<file path="config.mk">
export PLATFORM = sky130hd
export DESIGN_NAME = mem_arbiter
export DESIGN_NICKNAME = d
export VERILOG_FILES = /design/src/rtl/mem_arbiter.sv
export SDC_FILE = /design/constraint.sdc
export NUM_CORES = 1
export LEC_CHECK = 0
export ABC_AREA = 1
export ABC_CLOCK_PERIOD_IN_PS = 13400
export CAP_MARGIN = 20
export CORE_ASPECT_RATIO = 1.4
export CORE_UTILIZATION = 40
export CTS_CLUSTER_SIZE = 12
export DETAILED_ROUTE_END_ITERATION = 12
export PLACE_DENSITY = 0.66
export SETUP_SLACK_MARGIN = 0.5
export SYNTH_ARGS = -nofsm -noshare
export SYNTH_HDL_FRONTEND = slang
export SYNTH_SLANG_ARGS = --single-unit
export TNS_END_PERCENT = 20
</file>
<file path="constraint.sdc">
create_clock -name clk_in -period 13.4 [get_ports clk_in]
set_input_delay 3.35 -clock clk_in [delete_from_list [all_inputs] [get_ports clk_in]]
set_output_delay 3.35 -clock clk_in [all_outputs]
set_load 0.03 [all_outputs]
</file>
<file path="src/rtl/mem_arbiter.sv">
// Byte-serial RAM arbiter between instruction fetch and load/store.
// Assembles multi-byte reads and splits writes over a 1-cycle-latency byte RAM.
//
// state | meaning
// IDLE  | no access in flight; arbitrates between if_req and ls_req
// IF_RD | 4-byte instruction fetch, one address per cycle then one tail cycle
// LS_RD | 1/2/4-byte load, same timing as IF_RD, result extended on completion
// LS_WR | 1/2/4-byte store, one byte per cycle, may stall on a full UART buffer
module mem_arbiter (
  input  logic        clk_in,
  input  logic        rst_in,
  input  logic        rdy_in,
  input  logic        clear,
  input  logic [7:0]  mem_din,
  output logic [7:0]  mem_dout,
  output logic [31:0] mem_a,
  output logic        mem_wr,
  input  logic        io_buffer_full,
  input  logic        if_req,
  input  logic [31:0] if_addr,
  output logic        if_done,
  output logic [31:0] if_data,
  input  logic        ls_req,
  input  logic        ls_we,
  input  logic [2:0]  ls_op,
  input  logic [31:0] ls_addr,
  input  logic [31:0] ls_wdata,
  output logic        ls_done,
  output logic [31:0] ls_rdata
);

  typedef enum logic [1:0] {IDLE, IF_RD, LS_RD, LS_WR} state_t;

  state_t      state_q, state_d;
  logic [2:0]  cnt_q, cnt_d;
  logic [2:0]  len_q, len_d;
  logic        last_q, last_d;   // 1 = load/store was granted most recently
  logic        uns_q, uns_d;
  logic [31:0] addr_q, addr_d;
  logic [31:0] wdata_q, wdata_d;
  logic [31:0] buf_q, buf_d;
  logic        if_done_q, if_done_d;
  logic        ls_done_q, ls_done_d;
  logic [31:0] if_data_q, if_data_d;
  logic [31:0] ls_rdata_q, ls_rdata_d;
  logic        rdy_prev_q, rdy_prev_d;
  logic [7:0]  din_hold_q, din_hold_d;

  logic        issuing;
  logic        io_stall;
  logic [7:0]  wr_byte;
  logic [7:0]  rd_byte;
  logic [1:0]  rd_idx;
  logic [31:0] merged;
  logic [31:0] ext;
  logic        gnt_if, gnt_ls;

  function automatic logic [2:0] op_len(input logic [1:0] sz);
    case (sz)
      2'b00:   op_len = 3'd1;
      2'b01:   op_len = 3'd2;
      default: op_len = 3'd4;
    endcase
  endfunction

  assign issuing  = (state_q != IDLE) && (cnt_q < len_q);
  assign io_stall = (state_q == LS_WR) && (addr_q[17:16] == 2'b11) && io_buffer_full;
  assign wr_byte  = 8'(wdata_q >> {cnt_q[1:0], 3'b000});

  assign mem_a    = issuing ? addr_q + {29'd0, cnt_q} : 32'd0;
  assign mem_dout = (state_q == LS_WR) ? wr_byte : 8'd0;
  assign mem_wr   = (state_q == LS_WR) && rdy_in && !io_stall;

  // A freeze keeps the same address on the bus, so the byte that belongs to the
  // last active address is the one seen in the first frozen cycle.
  assign rdy_prev_d = rdy_in;
  assign din_hold_d = rdy_prev_q ? mem_din : din_hold_q;
  assign rd_byte    = rdy_prev_q ? mem_din : din_hold_q;

  assign rd_idx = cnt_q[1:0] - 2'd1;
  assign merged = buf_q | ({24'd0, rd_byte} << {rd_idx, 3'b000});

  always_comb begin
    ext = merged;
    case (len_q)
      3'd1:    ext = uns_q ? {24'd0, merged[7:0]}  : {{24{merged[7]}}, merged[7:0]};
      3'd2:    ext = uns_q ? {16'd0, merged[15:0]} : {{16{merged[15]}}, merged[15:0]};
      default: ext = merged;
    endcase
  end

  always_comb begin
    state_d    = state_q;
    cnt_d      = cnt_q;
    len_d      = len_q;
    last_d     = last_q;
    uns_d      = uns_q;
    addr_d     = addr_q;
    wdata_d    = wdata_q;
    buf_d      = buf_q;
    if_done_d  = 1'b0;
    ls_done_d  = 1'b0;
    if_data_d  = if_data_q;
    ls_rdata_d = ls_rdata_q;
    gnt_if     = 1'b0;
    gnt_ls     = 1'b0;

    if (!rdy_in) begin
      if_done_d = if_done_q;
      ls_done_d = ls_done_q;
    end else begin
      case (state_q)
        IDLE: begin
          if (!clear) begin
            gnt_if = if_req && !if_done_q;
            gnt_ls = ls_req && !ls_done_q;
            if (gnt_if && gnt_ls) begin
              gnt_if = last_q;
              gnt_ls = !last_q;
            end
            if (gnt_if) begin
              state_d = IF_RD;
              addr_d  = if_addr;
              len_d   = 3'd4;
              uns_d   = 1'b1;
              cnt_d   = 3'd0;
              buf_d   = 32'd0;
              last_d  = 1'b0;
            end else if (gnt_ls) begin
              state_d = ls_we ? LS_WR : LS_RD;
              addr_d  = ls_addr;
              wdata_d = ls_wdata;
              len_d   = op_len(ls_op[1:0]);
              uns_d   = ls_op[2];
              cnt_d   = 3'd0;
              buf_d   = 32'd0;
              last_d  = 1'b1;
            end
          end
        end
        IF_RD, LS_RD: begin
          if (clear) begin
            state_d = IDLE;
            cnt_d   = 3'd0;
          end else begin
            if (cnt_q != 3'd0) buf_d = merged;
            if (cnt_q == len_q) begin
              state_d = IDLE;
              cnt_d   = 3'd0;
              if (state_q == IF_RD) begin
                if_done_d = 1'b1;
                if_data_d = merged;
              end else begin
                ls_done_d  = 1'b1;
                ls_rdata_d = ext;
              end
            end else begin
              cnt_d = cnt_q + 3'd1;
            end
          end
        end
        LS_WR: begin
          // Stores are committed: clear has no effect here.
          if (!io_stall) begin
            if (cnt_q == len_q - 3'd1) begin
              state_d   = IDLE;
              cnt_d     = 3'd0;
              ls_done_d = 1'b1;
            end else begin
              cnt_d = cnt_q + 3'd1;
            end
          end
        end
        default: state_d = IDLE;
      endcase
    end
  end

  always_ff @(posedge clk_in or posedge rst_in) begin
    if (rst_in) begin
      state_q    <= IDLE;
      cnt_q      <= 3'd0;
      len_q      <= 3'd4;
      last_q     <= 1'b1;
      uns_q      <= 1'b0;
      addr_q     <= 32'd0;
      wdata_q    <= 32'd0;
      buf_q      <= 32'd0;
      if_done_q  <= 1'b0;
      ls_done_q  <= 1'b0;
      if_data_q  <= 32'd0;
      ls_rdata_q <= 32'd0;
      rdy_prev_q <= 1'b1;
      din_hold_q <= 8'd0;
    end else begin
      state_q    <= state_d;
      cnt_q      <= cnt_d;
      len_q      <= len_d;
      last_q     <= last_d;
      uns_q      <= uns_d;
      addr_q     <= addr_d;
      wdata_q    <= wdata_d;
      buf_q      <= buf_d;
      if_done_q  <= if_done_d;
      ls_done_q  <= ls_done_d;
      if_data_q  <= if_data_d;
      ls_rdata_q <= ls_rdata_d;
      rdy_prev_q <= rdy_prev_d;
      din_hold_q <= din_hold_d;
    end
  end

  assign if_done  = if_done_q;
  assign ls_done  = ls_done_q;
  assign if_data  = if_data_q;
  assign ls_rdata = ls_rdata_q;

endmodule

</file>
==> results of run 1 <==
==> worst max-delay path, delay by kind of cell <==
kind	cells	cell delay [ns]
buf+inv	3	1.37
simple gates	1	0.22
==> layout by cell type (no fill, tap or decap), drive strengths merged <==
cell type      netlist  layout
o22ai               26      26
fa                   1       1
o21bai               4       4
nand3b               1       1
bufinv               0       1
nor2               187     187
nand2              416     416
clkinvlp             0       2
inv                143     149
nand3               64      64
o21ai              105     105
nand4                5       5
nor3                 5       5
o22a                 1       1
dfrtp              178     178
o211ai               7       7
dfstp                3       3
buf                 40       7
clkbuf              14      18
a21oi               58      58
ha                  15      15
a31o                 3       3
or2                  9       9
clkdlybuf4s50        0     221
xnor2                2       2
clkinv               0       5
xor2                 3       3
==> per-layer routing <==
layer	global-route usage	vias up	share of wire
met4	0.08690	0	0.027
met5	0	-	0
met3	0.03886	44	0.060
li1	-	4436	-
met1	0.2868	4116	0.41
met2	0.4461	297	0.51
==> worst min-delay path by stage <==
| stage | start | to | slack (ns) | cells after the start |
|---|---|---|---|---|
| CTS | wdata_q[14] | wdata_q[14] | 0.47 | 2 |
| global placement | wdata_q[13] | wdata_q[13] | 0.45 | 2 |
| global route | wdata_q[5] | wdata_q[5] | 0.49 | 2 |
| finish | wdata_q[31] | wdata_q[31] | 0.47 | 2 |
| floorplan | wdata_q[10] | wdata_q[10] | 0.44 | 2 |
| detailed placement | wdata_q[11] | wdata_q[11] | 0.45 | 2 |
==> registers in the layout (all words and copies together) (netlist names) <==
register	cells
if_data	32
ls_done	1
state_q	2
wdata_q	32
buf_q	32
addr_q	32
last_q	1
uns_q	1
len_q	3
ls_rdata	32
din_hold_q	8
if_done	1
rdy_prev_q	1
cnt_q	3
==> final cells by class <==
| class | instances | area (µm²) |
|---|---|---|
| well taps | 306 | 382.9 |
| flip-flops and latches | 181 | 4533 |
| multi-input cells | 912 | 4232 |
| clock buffers | 18 | 439.2 |
| repair buffers | 228 | 2277 |
| clock inverters | 14 | 160.2 |
| fillers | 2272 | 10800 |
| inverters | 143 | 544.3 |
==> cells by family after synthesis <==
group,Yosys count,share of synthesized area
AND/OR/NAND/NOR,687,0.2916
AO/OA/AOI/OAI,204,0.1227
buffers and inverters,197,0.08766
flip-flops,181,0.4719
adder cells (fa/ha/maj),16,0.02162
XOR/XNOR,5,0.004559
==> Yosys cell counts, types with 2 or more instances <==
library cell	n	area, µm²
a31o_2	3	26.28
inv_1	135	506.7
nand3_1	61	305.3
inv_2	7	26.28
or2_2	9	56.30
o211ai_1	7	52.55
a21oi_1	37	185.2
o21bai_1	4	30.03
a21oi_2	21	183.9
dfstp_2	3	78.83
nand3_2	2	20.02
o21ai_1	13	65.06
buf_2	29	145.1
nor2_4	3	33.78
nand2_1	410	1539
nor2_2	3	18.77
nand2_2	3	18.77
buf_1	2	7.510
o21ai_0	91	455.4
nand4_1	4	25.02
buf_6	8	90.09
nor2_1	181	679.4
clkbuf_1	14	52.55
xnor2_1	2	17.52
ha_1	15	187.7
nand2_4	3	33.78
o22ai_1	26	162.7
xor2_1	3	26.28
nor3_1	5	25.02
dfrtp_1	178	4454
==> through the flow <==
step | util | worst slack, ns | cells
6_report | 0.5378 | 5.112 | 1802
5_1_grt | 0.5378 | 5.067 | 1802
4_1_cts | 0.5369 | 5.138 | 1801
3_5_place_dp | 0.5113 | 5.152 | 1769
3_3_place_gp | 0.5113 | 5.116 | 1769
2_1_floorplan | - | 5.140 | 1290
==> power breakdown <==
part           leakage, nW  switching, mW  internal, mW
combinational         3.04          0.823         0.465
sequential            2.33          0.128         0.727
clock                0.291          0.240         0.271
total                 5.66           1.19          1.46
==> qor.txt, run 1 <==
outcome: finished clean
post-synthesis async set-or-reset flop share: 1.000
CP Launch Type: input pin
nets: 1,614
total routed wirelength: 28,930 µm
area grow syn2layout: 30.83%
number of synthesized flops with an enable pin: 0
post-CTS setup buffer count: 0
post-DP HPWL: 20,820 µm
CTS max path bufs: 2
Top-Level Pins: 222
peak supply drop: 0.1089 mV
share of cells above drive strength 1: 0.06751
# diodes: 0
library cells used by synthesis: 38
cell area after synthesis: 9607 µm²
CP Cell Sequence: clkdlybuf4s50_1 -> inv_2 -> nor2_1 -> clkdlybuf4s50_1
cell chosen for the clock root: clkbuf_16
clock latency on the worst-skew pair: 0.44 ns
Slew Limit Headroom: 0.3299
drt wl/cell: 16.06 µm
Syn Inst Count: 1,290
drt drc: 0
total negative slack: 0 ns
Worst Tran Pin Value: 1.004 ns
final hold viol count: 0
chip width: 133.0 µm
syn_area_per_cell: 7.447 µm²
hold-fix buffers at CTS: 0
Worst Setup SP: rdy_in
PostCTS Resize Cnt: 0
Pwr Density: 211.2 nW/µm²
via count: 8,893
Initial DRC Count: 631
Max Fclk: 0.1207 GHz
Num CTS Buffers: 17
slowest stage delay, CP: 0.72 ns
clock slew seen by the registers of the worst setup and hold paths: 0.07 ns
initial antenna violation count: 0
syn nets: 1,421
post-route ant nets: 0
die area: 24,650 µm²
RSZ-0062 raised after global routing: no
Core Area: 23,370 µm²
first-pass GRT wire length: 46,600 µm
Reg2Reg Depth: 9
# rows: 66
Seq/Total Area, Yosys: 0.4719
Critical Path End: mem_wr
R2R Setup Slk: 10.18 ns
RR Startpoint: cnt_q[0]
post-route cell area: 12,570 µm²
H-tree depth: 4
Final period util: 0.6185
final max-slew violation count: 0
required time of the critical path: 10.05 ns
vias in the first global route: 9,049
Placed Area: 11,950 µm²
Power Total: 2.654 mW
top_reg_cell synth: dfrtp_1
Leak: 5.662 nW
Critical Path Most Common Cell: clkdlybuf4s50_1
gpl congestion: 0.9385
Critical Path Fanout Max: 6
Final min period: 8.288 ns
clock skew: 0.01091 ns
DR pass1 iterations: 6
Synth Register Bits: 181
routed vias/inst: 4.935
max-cap violations: 0
worst-path cell with the longest stage delay: clkdlybuf4s50_1
FF-to-FF End: if_data[8]
Hold Slack: 0.4704 ns
# setup viols final: 0
total gr overflow: 0
CTS tree: yes
GRT Total Usage: 0.2439
crit path capture type: output pin
signal arrival time at the worst endpoint: 4.94 ns
kind of critical path: in2out
Starting Density: 0.4111
largest net degree at the start of global routing: 63
warnings from Yosys: 0
Hold Crit Class: reg2reg
clock sink total: 181
IO Port Bufs: 221
die height: 185.4 µm
Power figures use the tool's default switching activity.
==> run 2: changes to the inputs <==
ABC_CLOCK_PERIOD_IN_PS = 7440   (was 13400)
PLACE_DENSITY = 0.69   (was 0.66)
clock period = 7.44 ns   (was 13.4 ns; I/O delays follow)
==> run 2 against run 1 <==
Against the previous run: worst setup slack worse by 3.5 ns; final cell count barely moved; combinational power up 80%; clock skew fell by 0.0018 ns; design area barely moved; power is 82% higher; clock power grew 86%; largest cell class unchanged; largest power group unchanged.
==> qor.txt, run 2 (synthesized netlist as in run 1, its figures left out) <==
CTS max path bufs: 2
Psw: 2.135 mW
clock latency on the worst-skew pair: 0.43 ns
drt wl/cell: 16.04 µm
routed vias/inst: 4.964
CP Launch Type: flip-flop
Hold Crit Class: reg2reg
die area: 24,650 µm²
Final period util: 0.7791
final hold viol count: 0
# setup viols final: 0
Slew Limit Headroom: 0.3300
Starting Density: 0.4111
CP Cell Sequence: ha_1 -> nand2_1 -> nor2_1 -> nor3_1 -> nand2_1 -> inv_1 -> o21ai_0 -> a21oi_1 -> clkdlybuf4s50_1
IO Port Bufs: 221
Place WS: 2.116 ns
max-cap violations: 0
first-pass GRT wire length: 46,060 µm
DR pass1 iterations: 5
largest net degree at the start of global routing: 92
Worst Tran Pin Value: 1.004 ns
CP bufs+invs: 2
cell chosen for the clock root: clkbuf_16
Num CTS Buffers: 17
final max-slew violation count: 0
switching fraction of total power: 0.4431
internal power: 2.683 mW
clock slew seen by the registers of the worst setup and hold paths: 0.07 ns
total routed wirelength: 28,890 µm
Critical Path Fanout Max: 22
clock sink total: 181
RSZ-0062 raised after global routing: no
CTS tree: yes
post-DP HPWL: 21,050 µm
total negative slack: 0 ns
H-tree depth: 4
outcome: finished clean
gpl congestion: 0.9572
Top-Level Pins: 222
nets: 1,613
hold-fix buffers at CTS: 0
worst-path cell with the longest stage delay: dfrtp_1
post-CTS setup buffer count: 0
Final min period: 5.796 ns
Initial DRC Count: 596
drt drc: 0
Sequential Power Share: 0.321
slowest stage delay, CP: 0.82 ns
Critical Path Most Common Cell: nand2_1
initial antenna violation count: 0
post-route ant nets: 0
Leak: 5.668 nW
required time of the critical path: 5.58 ns
via count: 8,941
vias in the first global route: 9,004
clock skew: 0.009155 ns
area grow syn2layout: 30.93%
share of cells above drive strength 1: 0.06689
GRT Total Usage: 0.2412
Final Worst Setup Slack: 1.644 ns
# diodes: 0
PostCTS Resize Cnt: 0
Max Fclk: 0.1725 GHz
Clk pwr share: 0.198
peak supply drop: 0.1917 mV
die height: 185.4 µm
chip width: 133.0 µm
commonest non-fill, non-tap cell in the layout: nand2_1
crit path capture type: output pin
commonest cells after routing, fill and taps aside: 410 x nand2_1, 221 x clkdlybuf4s50_1, 181 x nor2_1, 178 x dfrtp_1, 133 x inv_1
# rows: 66
Combinational Power Share: 0.481
R2R Setup Slk: 4.41 ns
signal arrival time at the worst endpoint: 3.94 ns
Core Area: 23,370 µm²
Pwr Density: 383.0 nW/µm²
total gr overflow: 0
CP top delay family: buffers and inverters
kind of critical path: reg2out
==> run 2: worst min-delay path: cells and delay by family, from the launching register on <==
kind	cells	cell delay [ns]
AND/OR/NAND/NOR	2	0.10
flip-flops	1	0.34
==> run 2: layout make-up <==
type                            instances  area [µm²]
Clock buffer                           17       425.4
Clock inverter                         15       191.4
Fill cell                            2272       10790
Inverter                              143       544.3
Multi-Input combinational cell        912        4232
Sequential cell                       181        4533
Tap cell                              306       382.9
Timing Repair Buffer                  227        2270
==> run 2: routing by layer <==
layer	global-route usage	up-vias	routed length, µm
met5	0	-	0
met4	0.1039	0	993
met3	0.03476	55	1631
met2	0.4264	309	14300
met1	0.2916	4149	11970
li1	-	4428	-
==> run 2: metrics by stage <==
stage	power, mW	cell area, µm²	std cells	utilization	hold WS, ns
floorplan	3.033	9607	1290	-	0.4366
global placement	3.842	11940	1768	0.5110	0.4499
detailed placement	3.872	11940	1768	0.5110	0.4532
CTS	4.834	12560	1800	0.5374	0.4701
global route	5.142	12580	1801	0.5382	0.4908
finish	4.818	12580	1801	0.5382	0.4680
==> run 2: path summary, 6_finish.rpt <==
kind,from,to,depth (start not counted)
setup / recovery,cnt_q[1],mem_a[4],9
hold / removal,wdata_q[11],wdata_q[11],2
setup reg to reg,cnt_q[1],ls_rdata[25],9
hold reg to reg,wdata_q[11],wdata_q[11],2
max in group asynchronous,rst_in,addr_q[21],3
min in group asynchronous,rst_in,wdata_q[5],2
==> run 2: power groups by stage <==
| stage | combinational [mW] | sequential [mW] | clock [mW] |
|---|---|---|---|
| floorplan | 1.32 | 1.71 | 0 |
| global placement | 2.29 | 1.55 | 0 |
| detailed placement | 2.31 | 1.56 | 0 |
| CTS | 2.32 | 1.55 | 0.967 |
| global route | 2.55 | 1.59 | 1.00 |
| finish | 2.32 | 1.55 | 0.953 |
==> run 3: changes to the inputs <==
ABC_CLOCK_PERIOD_IN_PS = 5980   (was 7440)
PLACE_DENSITY = 0.66   (was 0.69)
clock period = 5.98 ns   (was 7.44 ns; I/O delays follow)
==> run 3 against run 2 <==
Against the previous run: global-route usage is 0.15 points higher; routed wire length is 0.32% higher; sequential share of layout area hardly changed; design area hardly changed; core utilization hardly changed; combinational power is 24% higher; final cell count is 0.17% higher; clock skew is 0.0012 ns higher.
==> qor.txt, run 3 (synthesized netlist as in run 1, its figures left out) <==
outcome: finished clean
die height: 185.4 µm
total negative slack: 0 ns
hold-fix buffers at CTS: 0
post-DP HPWL: 21,170 µm
via count: 8,915
# diodes: 0
gpl congestion: 0.9474
vias in the first global route: 8,691
first-pass GRT wire length: 45,660 µm
# rows: 66
Final period util: 0.8703
routed vias/inst: 4.942
Critical Path Fanout Max: 22
drt wl/cell: 16.06 µm
cell chosen for the clock root: clkbuf_16
final max-slew violation count: 0
Core Area: 23,370 µm²
H-tree depth: 4
Initial DRC Count: 554
final cell count without fillers: 1,804
area grow syn2layout: 30.97%
RSZ-0062 raised after global routing: no
signal arrival time at the worst endpoint: 3.71 ns
Place WS: 1.254 ns
met1 Use GR: 0.2882
PostCTS Resize Cnt: 0
number of instances in the placed design: 1,771
Leak: 5.660 nW
GRT Total Usage: 0.2428
crit path capture type: output pin
total routed wirelength: 28,980 µm
nets: 1,616
CTS tree: yes
IO Port Bufs: 221
# setup viols final: 0
max-cap violations: 0
largest net degree at the start of global routing: 107
CTS max path bufs: 2
GR peak layer: met2
Worst Tran Pin Value: 1.034 ns
met2 GRT Util: 0.4255
die area: 24,650 µm²
clock sink total: 181
Pwr Density: 471.6 nW/µm²
CP Launch Type: flip-flop
post-CTS setup buffer count: 0
DR pass1 iterations: 5
Hold Crit Class: reg2reg
clock slew seen by the registers of the worst setup and hold paths: 0.07 ns
Slew Limit Headroom: 0.3102
chip width: 133.0 µm
peak supply drop: 0.2623 mV
commonest cells after routing, fill and taps aside: 410 x nand2_1, 221 x clkdlybuf4s50_1, 181 x nor2_1, 178 x dfrtp_1, 133 x inv_1
met3 usage in global routing: 0.04297
post-route ant nets: 0
final hold viol count: 0
initial antenna violation count: 0
drt drc: 0
Starting Density: 0.4111
share of cells above drive strength 1: 0.06876
kind of critical path: reg2out
clock skew: 0.01037 ns
Final min period: 5.204 ns
Hold Slack: 0.4700 ns
total gr overflow: 0
clock latency on the worst-skew pair: 0.44 ns
required time of the critical path: 4.49 ns
commonest non-fill, non-tap cell in the layout: nand2_1
Max Fclk: 0.1921 GHz
Final Worst Setup Slack: 0.7756 ns
Num CTS Buffers: 17
Top-Level Pins: 222
run 3: layer usage:
metal / part of all wire / vias to the layer above
met2: 0.50 / 269
met3: 0.056 / 50
li1: - / 4443
met4: 0.033 / 0
met1: 0.41 / 4153
met5: 0 / -
run 3: power by group:
| group | internal, mW | switching, mW | total, mW |
|---|---|---|---|
| clock | 0.613 | 0.507 | 1.12 |
| sequential | 1.63 | 0.303 | 1.93 |
| combinational | 1.04 | 1.84 | 2.88 |
| total | 3.29 | 2.65 | 5.93 |
run 3: stage by stage:
stage	area [µm²]	utilization	power (mW)
floorplan	9610	-	3.774
global placement	11980	0.5124	4.803
detailed placement	11980	0.5124	4.834
CTS	12560	0.5375	5.969
global route	12580	0.5384	6.341
finish	12580	0.5384	5.934
run 3: area by class of cell:
cell class | instances | area [µm²]
clock inverters | 12 | 120.1
fillers | 2311 | 10790
flip-flops and latches | 181 | 4533
well taps | 306 | 382.9
multi-input cells | 912 | 4232
clock buffers | 20 | 466.7
inverters | 143 | 543.0
repair buffers | 230 | 2305
run 3: worst max-delay path, stage by stage, from the launching register on:
cell	delay, ns
dfrtp_1	0.82
inv_1	0.22
fa_1	0.45
inv_1	0.09
nand2_1	0.05
nand2_1	0.08
nand2_1	0.13
nor2_1	0.44
o21ai_0	0.14
a21oi_1	0.15
clkdlybuf4s50_1	0.69
run 3: final timing paths:
| kind | end | from | cells after the start | slack [ns] |
|---|---|---|---|---|
| setup / recovery | mem_a[12] | cnt_q[1] | 10 | 0.78 |
| hold / removal | wdata_q[15] | wdata_q[15] | 2 | 0.47 |
| setup reg to reg | ls_rdata[24] | cnt_q[1] | 9 | 2.96 |
| hold reg to reg | wdata_q[15] | wdata_q[15] | 2 | 0.47 |
| max in group asynchronous | if_data[26] | rst_in | 4 | 3.37 |
| min in group asynchronous | wdata_q[9] | rst_in | 2 | 1.45 |
